File: src/rtl/fsm_stim_pkg.sv
// Shared types and constants for the FSM stimulus serializer.
package fsm_stim_pkg;

  // Serializer control states
  typedef enum logic [1:0] {
    ST_IDLE  = 2'd0,
    ST_SHIFT = 2'd1,
    ST_GAP   = 2'd2
  } stim_state_t;

  // Width of the inter-word idle counter (GAP is 0..255)
  localparam int unsigned GAP_CNT_W = 8;

endpackage

File: src/rtl/fsm_stim_holdreg.sv
// One-entry holding buffer: captures a word on a valid/ready handshake and
// releases it when the serializer pulls it into the shift register.
module fsm_stim_holdreg
  import fsm_stim_pkg::*;
#(
  parameter int unsigned WIDTH = 8
) (
  input  logic             clk,
  input  logic             reset,
  input  logic [WIDTH-1:0] in_data,
  input  logic             in_valid,
  output logic             in_ready,
  input  logic             load,
  output logic [WIDTH-1:0] buf_data,
  output logic             buf_full
);

  // A full buffer blocks upstream, so capture and load never coincide
  assign in_ready = ~buf_full;

  // Buffer contents and occupancy
  always_ff @(posedge clk or negedge reset) begin
    if (!reset) begin
      buf_data <= '0;
      buf_full <= 1'b0;
    end else if (in_valid && in_ready) begin
      buf_data <= in_data;
      buf_full <= 1'b1;
    end else if (load) begin
      buf_full <= 1'b0;
    end
  end

endmodule

File: src/rtl/fsm_stim_serializer.sv
// Parallel-to-serial stimulus stage driving the single-bit x input of the
// sequence FSMs; gapless for back-to-back words, optional idle gap per word.
module fsm_stim_serializer
  import fsm_stim_pkg::*;
#(
  parameter int unsigned WIDTH      = 8,
  parameter bit          MSB_FIRST  = 1'b1,
  parameter int unsigned GAP        = 0,
  parameter bit          IDLE_LEVEL = 1'b0
) (
  input  logic             clk,
  input  logic             reset,
  input  logic [WIDTH-1:0] in_data,
  input  logic             in_valid,
  output logic             in_ready,
  output logic             x,
  output logic             x_valid,
  output logic             word_done,
  output logic             busy
);

  localparam int unsigned          CNT_W    = (WIDTH > 1) ? $clog2(WIDTH) : 1;
  localparam logic [CNT_W-1:0]     LAST_BIT = CNT_W'(WIDTH - 1);
  localparam bit                   HAS_GAP  = (GAP != 0);
  localparam logic [GAP_CNT_W-1:0] GAP_LOAD = GAP_CNT_W'((GAP > 0) ? (GAP - 1) : 0);

  stim_state_t          state;
  stim_state_t          state_nxt;
  logic [WIDTH-1:0]     shreg;
  logic [WIDTH-1:0]     shreg_shifted_c;
  logic [CNT_W-1:0]     bitcnt;
  logic [GAP_CNT_W-1:0] gapcnt;
  logic [WIDTH-1:0]     buf_data;
  logic                 buf_full;
  logic                 load_c;
  logic                 last_bit_c;

  fsm_stim_holdreg #(
    .WIDTH (WIDTH)
  ) u_holdreg (
    .clk      (clk),
    .reset    (reset),
    .in_data  (in_data),
    .in_valid (in_valid),
    .in_ready (in_ready),
    .load     (load_c),
    .buf_data (buf_data),
    .buf_full (buf_full)
  );

  assign last_bit_c = (state == ST_SHIFT) && (bitcnt == LAST_BIT);

  // Move the shift register one place toward the output end
  assign shreg_shifted_c = MSB_FIRST ? {shreg[WIDTH-2:0], 1'b0}
                                     : {1'b0, shreg[WIDTH-1:1]};

  // State register
  always_ff @(posedge clk or negedge reset) begin
    if (!reset) begin
      state <= ST_IDLE;
    end else begin
      state <= state_nxt;
    end
  end

  // Next-state logic and buffer-load strobe
  always_comb begin
    state_nxt = state;
    load_c    = 1'b0;
    case (state)
      ST_IDLE: begin
        if (buf_full) begin
          load_c    = 1'b1;
          state_nxt = ST_SHIFT;
        end
      end
      ST_SHIFT: begin
        if (bitcnt == LAST_BIT) begin
          if (HAS_GAP) begin
            state_nxt = ST_GAP;
          end else if (buf_full) begin
            load_c    = 1'b1;
            state_nxt = ST_SHIFT;
          end else begin
            state_nxt = ST_IDLE;
          end
        end
      end
      ST_GAP: begin
        if (gapcnt == '0) begin
          if (buf_full) begin
            load_c    = 1'b1;
            state_nxt = ST_SHIFT;
          end else begin
            state_nxt = ST_IDLE;
          end
        end
      end
      default: state_nxt = ST_IDLE;
    endcase
  end

  // Shift register, bit counter and gap counter
  always_ff @(posedge clk or negedge reset) begin
    if (!reset) begin
      shreg  <= '0;
      bitcnt <= '0;
      gapcnt <= '0;
    end else begin
      if (load_c) begin
        shreg  <= buf_data;
        bitcnt <= '0;
      end else if (state == ST_SHIFT) begin
        shreg  <= shreg_shifted_c;
        bitcnt <= bitcnt + CNT_W'(1);
      end

      if (HAS_GAP && last_bit_c) begin
        gapcnt <= GAP_LOAD;
      end else if ((state == ST_GAP) && (gapcnt != '0)) begin
        gapcnt <= gapcnt - GAP_CNT_W'(1);
      end
    end
  end

  // Serial outputs decoded from registered state only
  always_comb begin
    x         = IDLE_LEVEL;
    x_valid   = 1'b0;
    word_done = 1'b0;
    if (state == ST_SHIFT) begin
      x         = MSB_FIRST ? shreg[WIDTH-1] : shreg[0];
      x_valid   = 1'b1;
      word_done = last_bit_c;
    end
  end

  assign busy = (state != ST_IDLE) || buf_full;

endmodule

File: config.mk
export PLATFORM = sky130hd
export DESIGN_NAME = fsm_stim_serializer
export DESIGN_NICKNAME = d
export VERILOG_FILES = /design/src/rtl/fsm_stim_pkg.sv /design/src/rtl/fsm_stim_holdreg.sv /design/src/rtl/fsm_stim_serializer.sv
export SDC_FILE = /design/constraint.sdc
export NUM_CORES = 1
export LEC_CHECK = 0
export BUFFER_PORTS_ARGS = -buffer_cell sky130_fd_sc_hd__buf_2
export CAP_MARGIN = 20
export CORE_MARGIN = 8
export CORE_UTILIZATION = 44
export DETAILED_ROUTE_END_ITERATION = 8
export SYNTH_ARGS = -nofsm -noshare
export SYNTH_HDL_FRONTEND = slang
export SYNTH_SLANG_ARGS = --single-unit
export TNS_END_PERCENT = 5
File: constraint.sdc
create_clock -name clk -period 1.81 [get_ports clk]
set_input_delay 0.181 -clock clk [delete_from_list [all_inputs] [get_ports clk]]
set_output_delay 0.181 -clock clk [all_outputs]
set_load 0.01 [all_outputs]
-- Word-level counts from Yosys, hierarchy flattened
Cells that the tools add are included.
- register bits: 30
- output and inout bits: 5
- word-level logic and storage cells: 44
- $add $sub $neg: 2
- equality and inequality tests: 6
- multiplexer cells: 18
- bitwise operators: 1
- reductions and logical operators: 11
- operators by type and width (kind ; number):
    $mux 8 ; 2
    $mux 1 ; 9
    $logic_not 8->1 ; 1
    $reduce_bool 8->1 ; 1
    $sub 8x1->8 const B ; 1
    $mux 2 ; 3
    $mux 3 ; 2
    $pmux 2 s3 ; 1
    $reduce_bool 2->1 ; 3
    $ne 2x1->1 const B ; 2
    $add 3x1->3 const B ; 1
    $eq 3x3->1 const B ; 1
    $logic_and 1x1->1 ; 3
    $pmux 1 s3 ; 1
    $reduce_and 3->1 ; 1
    $eq 2x1->1 const B ; 1
    $eq 2x2->1 const B ; 1
    $logic_not 2->1 ; 1
    $ne 2x2->1 const B ; 1
    $logic_or 1x1->1 ; 1
    $not 1->1 ; 1

-- Depth between registers and ports, before layout
Gate-level depths: netlist (run 1).
- depth in word-level cells: 5
- mapped depth: 5

-- Modules after synthesis
Synthesis (run 1) repeated with hierarchy kept, for this count alone.
- cell total of the unflattened synthesis: 78
- area, all modules: 1029.7 µm²
- by module, submodules not included (module ; times used ; cells each ; area each (µm²) ; sequential area each (µm²)):
    fsm_stim_serializer ; 1 ; 57 ; 655.6 ; 300.3
    fsm_stim_holdreg ; 1 ; 21 ; 374.1 ; 225.2

-- Least setup slack after synthesis (run 1)
OpenSTA, ideal clock, no wires.
- path kind: flip-flop to flip-flop
- from: register bitcnt[0]
- to: register shreg[1]
- library setup time: 0.124 ns
- arrival time: 1.221 ns
- setup slack: 0.464 ns
- cell stages (with the launch flop): 6
- clock period less this slack: 1.346 ns
- cells stage by stage: dfrtp_1 -> ha_1 -> ha_1 -> a21bo_4 -> o22ai_1 -> nor2_1
- cells in the longest elaborated chain, start to end: 4
- elaborated cells between the ends (all ways): 5
- classes of those cells: eq/ne: 1; mux: 3; reduce/logical: 1
- RTL lines (what ; RTL line ; RTL):
    from (decl) ; fsm_stim_serializer.sv:31 ; logic [CNT_W-1:0] bitcnt;
    from (signal assigned) ; fsm_stim_serializer.sv:115 ; bitcnt <= bitcnt + CNT_W'(1);
    $eq 3x3->1 * ; fsm_stim_serializer.sv:78 ; if (bitcnt == LAST_BIT) begin
    $mux 1 * ; fsm_stim_serializer.sv:78 ;
    $pmux 1 s3 * ; fsm_stim_serializer.sv:70 ; case (state)
    $mux 8 / $reduce_bool 2->1 (equally long branches) ; n/a ;
    to (signal assigned) ; fsm_stim_serializer.sv:111 ; shreg <= buf_data;
    to (signal assigned) ; fsm_stim_serializer.sv:114 ; shreg <= shreg_shifted_c;
    to (decl) ; fsm_stim_serializer.sv:29 ; logic [WIDTH-1:0] shreg;
Mark *: on every way between the ends. The rest lies on a longest branch, timed or not.
A chain may end at the register's enable or synchronous reset.

-- Final worst setup path (run 1)
- from: register bitcnt[0]
- to: output port word_done
- cells in the longest elaborated chain, start to end: 3
- RTL lines (what ; RTL line ; RTL):
    $eq 3x3->1 ; fsm_stim_serializer.sv:51 ; assign last_bit_c = (state == ST_SHIFT) && (bitcnt == LAST_BIT);
    $logic_and 1x1->1 ; fsm_stim_serializer.sv:51 ;
    $mux 1 ; fsm_stim_serializer.sv:131 ; if (state == ST_SHIFT) begin
    to (decl) ; fsm_stim_serializer.sv:18 ; output logic word_done,
No other way between the ends.

==> results of run 1 <==
==> layout make-up <==
| class | count | share of cell area (%) |
|---|---|---|
| clock buffer | 4 | 2.32 |
| multi-input combinational | 54 | 38.5 |
| inverter | 3 | 0.992 |
| sequential | 21 | 46.3 |
| tap | 28 | 3.09 |
| timing repair buffer | 18 | 8.82 |
==> what timing repair did <==
action | CTS | global route
hold buffers | 1 | 0
endpoints found under the hold margin | 21 | 0
resized for setup | 0 | 0
==> state kept, by name, indices dropped and copies added, names as in the netlist <==
signal and cells:
u_holdreg.buf_data 8, bitcnt 3, shreg 8, u_holdreg.buf_full 1, state 1
==> kinds of logic (layout without fill, tap and decap cells) <==
kind of cell    Yosys count  in the layout
simple gates             22             22
flops                    21             21
fa+ha+maj                 2              2
compound gates           21             21
mux                       9              9
buf+inv                   8             25
==> cells in the final DEF, fill, tap and decap left out, drive strengths merged, types with 2 or more instances in the layout <==
cell type  count
dfrtp         21
buf           17
nor2           8
mux2           8
a211oi         7
o22ai          7
nor2b          6
clkbuf         4
inv            3
and2           2
a32o           2
and2b          2
ha             2
nand2          2
o21ai          2
==> worst max-delay path, cell delays in order (launching register included) <==
cell and delay (ns):
dfrtp_1 0.41, ha_1 0.21, ha_1 0.27, and2_1 0.18, buf_2 0.13
==> how the worst max path moves through the flow <==
| stage | slack, ns | start | end | depth (start not counted) |
|---|---|---|---|---|
| detailed placement | 0.38 | bitcnt[0] | shreg[4] | 5 |
| global route | 0.07 | bitcnt[0] | word_done | 4 |
| finish | 0.14 | bitcnt[0] | word_done | 4 |
| floorplan | 0.46 | bitcnt[0] | shreg[1] | 5 |
| global placement | 0.40 | bitcnt[0] | shreg[5] | 5 |
| CTS | 0.12 | bitcnt[0] | word_done | 4 |
==> power groups by stage <==
stage,registers [W],clock network (W),logic (W)
2_1_floorplan,0.000806,0,0.000690
3_3_place_gp,0.000859,0,0.000767
5_1_grt,0.000889,0.000245,0.000886
4_1_cts,0.000856,0.000234,0.000793
3_5_place_dp,0.000865,0,0.000785
6_report,0.000856,0.000219,0.000786
==> through the flow <==
step | utilization (%) | area [sq um]
final | 51.8 | 1130
after global routing | 51.8 | 1130
after global placement | 50.1 | 1100
after CTS | 51.8 | 1130
after detailed placement | 50.1 | 1100
after floorplan | - | 1020
==> layer usage <==
layer	wire length, um	track usage, %	vias to the layer above
met5	0	0	-
met4	11	1.67	0
met3	105	4.53	2
met2	781	15.8	15
met1	953	11.8	333
li1	-	-	333
==> metrics, run 1 <==
Min-Delay Endpoint=u_holdreg.buf_data[3]; first-pass iteration count of the detailed router=4; sw power=around 0.00065 W; post-synthesis xor/xnor area fraction=0%; # clock sinks=21; Leakage Power=around 0.53 nW; number of synthesized flops with an enable pin=0; worst skew pair latency=about 0.30 ns; startpoint types=flip-flop; post-route insts no fill=approximately 130; post-layout min period=roughly 1.7 ns; postcts setup bufs=0; r2r startpoint=bitcnt[0]; largest net degree at the start of global routing=23; initial antenna violation count=0; sequential fraction of the synthesis area=between 50% and 60%; setup_tns=0 ns; CTS tree=yes; hold depth=2; Setup Skew=about 0.0050 ns; RSZ-0062 raised after global routing=no; Post-Route WL=about 1900 um; adder-cell share of the synthesized area=roughly 2.5%; Logic pwr share=42.2%; CTS HTree Levels=1; die height=64.1 um; sw frac=35.1%; number of I/O pins=16; Relative slew margins=~60%; post-synthesis compound-gate area fraction=about 16%; post-DP HPWL=1240 um; DRT iter0 DRCs=23; GRT Residual Overflow=0; worst hold path startpoint=in_data[3]; worst-path fanout max=5; Critical Path Sink Type=primary output; Placed Instances=around 120; status=finished, final reports clean; GRT Total Usage=under 10%; via count=~700; GP Congestion=about 0.7; clock share of power=11.8%; max-cap violation count=0; syn_area_per_cell=12.3 sq um; largest cells by area after synthesis=dfrtp_1, mux2_4, a211oi_1; number of synthesized register bits=21; layout cells sized above 1=between 30% and 40%; Clock Path Buffers=2; post-route ant nets=0; Yosys warning count=0; Multi-input gate area=between 400 and 500 sq um; CP Data Required Time=between 1.5 and 2 ns; largest family of logic cells by synthesized area=compound AO/OA/AOI/OAI gates; internal power=0.00121 W; die area=~4000 sq um; Cell variety after synth=23; R2R depth=5; core outline area=around 2200 sq um; Synth Instances=83; fraction of registers with async set/reset=between 90% and 100%; synthesized area=between 1000 and 1500 sq um; dpl ws=around 0.38 ns; Routed WL per cell=about 14 um; peak supply drop=roughly 0.00086 V; first-pass GRT wire length=around 3300 um; Area Overhead vs Synth=11.6%; mux share of post-synthesis cell area=between 10 and 15%; Final Setup Violations=0; crit path DAT=between 1 and 1.5 ns; Power Total=0.00186 W; share of the synthesized area in the top cell type=just over 50%; period utilization=around 92%; Reg area=approximately 530 sq um; # diodes=0; Crit Path Class=reg2out; Hold Violations, Final=0; clock buffer count from CTS=3; Top FF cell, synth=dfrtp_1; Synth Area in Simple Gates=12.1%; Nets=between 100 and 150; worst-margin pin slew=0.596 ns; Filler cells=slightly below 200; Max Freq=around 0.60 GHz; syn nets=96; Reg power frac=between 40 and 50%; Rows=17; Port Buffers=15; R2R Setup Slk=0.35 ns; WHS=a little over 0.1 ns; most numerous cell in the Yosys netlist=dfrtp_1; Die Width=~64 um; vias in the first global route=707; PwrDens=roughly 1600 nW/um^2; Hold WC Path Type=in2reg; Max Transition Viols Final=0; starting density of the core=about 46%; FF-to-FF End=shreg[4]; drt via density=5.34; clk root buf=clkbuf_4; setup ws final=between 0.1 and 0.15 ns; commonest cells in the netlist=dfrtp_1, mux2_4, nor2_1; Worst-path clk slew=between 0.1 and 0.15 ns; drt drc=0; Synth area leader=dfrtp_1
Power figures use the tool's default switching activity.
==> inputs of run 2 (changes only) <==
Settings changed: ABC_AREA from default to 1.
==> run 2 against run 1 <==
Sequential power decreased by 2.7%. Synthesized cell count increased by 43%. Power decreased by 13%. Hold slack improved by 0.00064 ns. Via count increased by 12%. Non-clock buffer count decreased by 2. Die area decreased by 0.36%. Flip-flop and latch count unchanged. Count of clock-buffer cells in the layout unchanged. Routed wire length decreased by 2.3%. Global-route usage increased by 0.12 points. Critical path type unchanged. Critical endpoint is now busy. Largest cell class unchanged.
==> metrics, run 2 <==
Leakage Power=about 0.6 nW; sw frac=between 30% and 40%; core outline area=between 2000 and 2500 sq um; GRT Residual Overflow=0; Port Buffers=15; Critical Path Sink Type=primary output; CP peak stage delay=about 0.57 ns; # diodes=0; Final Setup Violations=0; CP Data Required Time=1.63 ns; number of synthesized register bits=21; Relative slew margins=about 67%; post-route ant nets=0; postcts setup bufs=0; Reg power frac=between 50% and 60%; synthesized area=1010 sq um; drt drc=0; sw power=0.000641 W; first-pass iteration count of the detailed router=4; Rows=17; largest net degree at the start of global routing=22; worst-path cell chain=nor2_8, inv_1, buf_2; die area=4090 sq um; share of the synthesized area in the top cell type=between 50% and 60%; Die Width=around 64 um; post-DP HPWL=~1400 um; first-pass GRT wire length=roughly 3300 um; status=finished, final reports clean; Max Transition Viols Final=0; Nets=148; most frequent cells in the layout=nand2_1, nand3_1, dfrtp_1; Cell variety after synth=16; layout cells sized above 1=17.2%; sequential fraction of the synthesis area=between 50 and 60%; Synth area leader=dfrtp_1; vias in the first global route=780; clock share of power=13.7%; commonest cells in the netlist=nand2_1, nand3_1, dfrtp_1; post-layout min period=approximately 1.6 ns; biggest regs=shreg x8, u_holdreg.buf_data x8, bitcnt x3; Crit Path Class=reg2out; Post-Route WL=roughly 1800 um; CTS tree=yes; delay-heaviest family, CP=flip-flops; commonest non-fill, non-tap cell in the layout=nand2_1; clk root buf=clkbuf_4; via count=around 770; setup_tns=0 ns; starting density of the core=46.2%; worst-path fanout max=17; number of I/O pins=16; internal power=a little under 0.001 W; Hold Violations, Final=0; number of buffers and inverters on the critical path=2; fraction of registers with async set/reset=100%; GRT Total Usage=9.91%; worst skew pair latency=around 0.3 ns; CTS HTree Levels=1; Setup Skew=around 0.0011 ns; Routed WL per cell=about 11 um; Synth Instances=approximately 120; Top FF cell, synth=dfrtp_1; number of synthesized flops with an enable pin=0; drt via density=~4.7; crit path DAT=1.40 ns; most numerous cell in the Yosys netlist=nand2_1; WHS=a little over 0.1 ns; Max Freq=0.631 GHz; worst-margin pin slew=0.492 ns; clock buffer count from CTS=3; syn_area_per_cell=8.51 sq um; PwrDens=roughly 1500 nW/um^2; RSZ-0062 raised after global routing=no; Worst-path clk slew=around 0.11 ns; peak supply drop=about 0.00069 V; max-cap violation count=0; Clock Path Buffers=2; DRT iter0 DRCs=28; Hold WC Path Type=in2reg; largest cells by area after synthesis=dfrtp_1, nand2_1, nand3_1; period utilization=between 80% and 90%; # clock sinks=21; startpoint types=flip-flop; Yosys warning count=0; GP Congestion=about 0.82; die height=~64 um; Logic pwr share=34.6%; Area Overhead vs Synth=9.52%; highest-delay cell along the critical path=dfrtp_1; syn nets=approximately 130; initial antenna violation count=0
-- run 2: cell types whose count changed after synthesis, sizes merged, moves of 7 or more --
cell / change
mux2: -8
nand3: +23
nand2: +42
o22ai: -7
inv: +10
a211oi: -7
-- run 2: tightest hold or removal path, delay by kind of cell --
kind          cells  cell delay, ns
simple gates      2            0.12
buf+inv           1            0.07
-- run 2: cell families after synthesis --
family,Yosys count,synth area share [%]
AO/OA/AOI/OAI,1,0.494
XOR/XNOR,1,0.865
buffers and inverters,18,9.76
adder cells (fa/ha/maj),2,2.47
AND/OR/NAND/NOR,76,34.5
flip-flops,21,51.9
-- run 2: power by group through the flow --
stage | combinational, W | clock [W] | sequential (W)
floorplan | 0.000542 | 0 | 0.000755
global placement | 0.000561 | 0 | 0.000836
detailed placement | 0.000568 | 0 | 0.000845
CTS | 0.000571 | 0.000230 | 0.000835
global route | 0.000668 | 0.000254 | 0.000858
finish | 0.000557 | 0.000220 | 0.000833
-- run 2: cell type report --
cell class / count / area (sq um)
Clock buffer: 4 / 26.3
Fill cell: 210 / 1080
Inverter: 13 / 48.8
Multi-Input combinational cell: 80 / 388
Sequential cell: 21 / 526
Tap cell: 28 / 35.0
Timing Repair Buffer: 16 / 85.1
-- run 2: path summary, 6_finish.rpt --
| kind | start | endpoint | slack (ns) | cells after the start |
|---|---|---|---|---|
| worst max-delay path | u_holdreg.buf_full | busy | 0.22 | 3 |
| worst min-delay path | in_data[3] | u_holdreg.buf_data[3] | 0.10 | 3 |
| worst max register to register | bitcnt[0] | shreg[0] | 0.40 | 8 |
| worst min register to register | u_holdreg.buf_data[6] | u_holdreg.buf_data[6] | 0.49 | 2 |
| max in group asynchronous | reset | bitcnt[0] | 1.14 | 2 |
| min in group asynchronous | reset | bitcnt[2] | 0.35 | 2 |
-- run 2: repair_timing --
action                                 4_1_cts  5_1_grt
endpoints found under the hold margin       21        0
setup endpoints to repair                    0        0
hold buffers                                 1        0
gates resized for setup                      0        0
-- run 2: layer usage --
metal  global-route usage, %  vias to the layer above  wire length (um)
met3                    3.31                        2                78
li1                        -                      399                 -
met4                    4.18                        0                16
met5                       0                        -                 0
met2                    14.6                       13               769
met1                    13.0                      351               945
-- run 2: stage by stage --
stage          area, sq um  worst slack, ns  total power, W  util (%)  instances
2_1_floorplan         1010            0.545         0.00130         -        119
3_3_place_gp          1070            0.452         0.00140      48.9        157
3_5_place_dp          1070            0.420         0.00141      48.9        157
4_1_cts               1110            0.207         0.00164      50.6        162
5_1_grt               1110            0.132         0.00178      50.6        162
6_report              1110            0.225         0.00161      50.6        162
==> inputs of run 3 (changes only) <==
Settings changed: CORE_MARGIN 8 to 10.
==> run 3 against run 2 <==
Sequential share of layout area fell by 0.053 points. Die area grew 13%. Register-to-register slack about the same. First-iteration DRC count is 75% higher. Combinational power about the same. Global-route usage decreased by 1.1 points. Clock skew up 0.0031 ns. Sequential power is 1% lower. Core utilization shrank 0.43 points. Power about the same. Non-clock buffer count is the same. Count of clock-buffer cells in the layout is 1 lower.
==> metrics, run 3 (synthesis gave the netlist of run 2 again) <==
highest-delay cell along the critical path=dfrtp_1; Crit Path Class=reg2out; Util after Layout=roughly 50%; biggest regs=shreg x8, u_holdreg.buf_data x8, bitcnt x3; initial antenna violation count=0; die area=4620 sq um; postcts setup bufs=0; GRT Residual Overflow=0; worst-path fanout max=17; dpl ws=0.414 ns; Power Total=about 0.0016 W; Hold Violations, Final=0; Critical Path Sink Type=primary output; GP Congestion=approximately 0.73; GRT Total Usage=just under 9%; setup_tns=0 ns; RSZ-0062 raised after global routing=no; die height=68.0 um; Clock Path Buffers=2; status=finished, final reports clean; clk root buf=clkbuf_4; internal power=around 0.00097 W; core outline area=2210 sq um; Relative slew margins=between 60% and 70%; CP peak stage delay=between 0.5 and 0.6 ns; drt via density=around 4.7; Final Setup Violations=0; # diodes=0; Post-Route WL=around 1800 um; max-cap violation count=0; vias in the first global route=about 740; gr busiest metal=met2; starting density of the core=a little under half; largest net degree at the start of global routing=22; startpoint types=flip-flop; Setup Skew=0.00417 ns; Die Width=68.0 um; post-layout min period=approximately 1.6 ns; Port Buffers=15; setup ws final=between 0.2 and 0.25 ns; period utilization=~90%; met2 Use GR=roughly 14%; post-route ant nets=0; worst-margin pin slew=between 0.4 and 0.5 ns; layout cells sized above 1=about 18%; first-pass GRT wire length=about 3300 um; first-pass iteration count of the detailed router=4; sw frac=around two fifths; Routed WL per cell=about 11 um; # clock sinks=21; Worst-path clk slew=0.12 ns; grt met3 use=roughly 2.8%; clock buffer count from CTS=3; Hold WC Path Type=in2reg; drt drc=0; most frequent cells in the layout=nand2_1, nand3_1, dfrtp_1; number of I/O pins=16; commonest non-fill, non-tap cell in the layout=nand2_1; post-DP HPWL=roughly 1400 um; worst-path cell chain=nor2_8, inv_1, buf_2; via count=between 700 and 800; Leakage Power=roughly 0.62 nW; Rows=17; Nets=~150; Area Overhead vs Synth=9.64%; Max Freq=between 0.6 and 0.7 GHz; Max Transition Viols Final=0; DRT iter0 DRCs=between 40 and 50; crit path DAT=~1.4 ns; CTS tree=yes; M1 GR Usage=between 10% and 20%; clock share of power=between 10 and 15%; sw power=0.000643 W; peak supply drop=roughly 0.00068 V; Logic pwr share=a little over a third; worst skew pair latency=about 0.30 ns; CTS HTree Levels=1; PwrDens=between 1000 and 1500 nW/um^2; Reg power frac=51.2%; CP Data Required Time=1.63 ns
## run 3: per-layer routing
layer | routed length [um] | vias to the layer above
li1 | - | 399
met1 | 891 | 340
met2 | 812 | 13
met3 | 109 | 2
met4 | 10 | 0
met5 | 0 | -
## run 3: repair_timing
item	CTS	global route
hold buffers	1	0
hold endpoints to repair	21	0
resized for setup	0	0
## run 3: final cells by class
cell class,instances,area (sq um)
Timing Repair Buffer,16,85.1
Clock buffer,3,22.5
Fill cell,229,1100
Multi-Input combinational cell,80,388
Tap cell,28,35.0
Inverter,13,48.8
Sequential cell,21,526
Clock inverter,1,5.00
## run 3: path summary, 6_finish.rpt
path                       cells past startpoint  slack (ns)             startpoint                    end
max in group asynchronous                      2        1.15                  reset  u_holdreg.buf_data[5]
setup / recovery                               3        0.22               state[0]                   busy
min in group asynchronous                      2        0.34                  reset              bitcnt[2]
setup reg to reg                               8        0.41              bitcnt[0]               shreg[0]
hold / removal                                 3         0.1             in_data[1]  u_holdreg.buf_data[1]
hold reg to reg                                2        0.49  u_holdreg.buf_data[5]  u_holdreg.buf_data[5]
## run 3: through the flow
stage | area, sq um | std cells | hold WS [ns]
finish | 1110 | 162 | 0.0952
global route | 1110 | 162 | 0.0926
CTS | 1110 | 162 | 0.0929
detailed placement | 1070 | 157 | 0.168
global placement | 1070 | 157 | 0.163
floorplan | 1010 | 119 | -0.115
## run 3: worst max-delay path: cells and delay by family (launching register included)
family | cells | cell delay [ns]
buf+inv | 2 | 0.26
flops | 1 | 0.56
simple gates | 1 | 0.29
## run 3: power groups by stage
stage               clock [W]  combinational, W  sequential, W
global placement            0          0.000553       0.000832
finish               0.000228          0.000558       0.000824
CTS                  0.000234          0.000574       0.000826
global route         0.000257          0.000655       0.000856
floorplan                   0          0.000542       0.000755
detailed placement          0          0.000568       0.000837
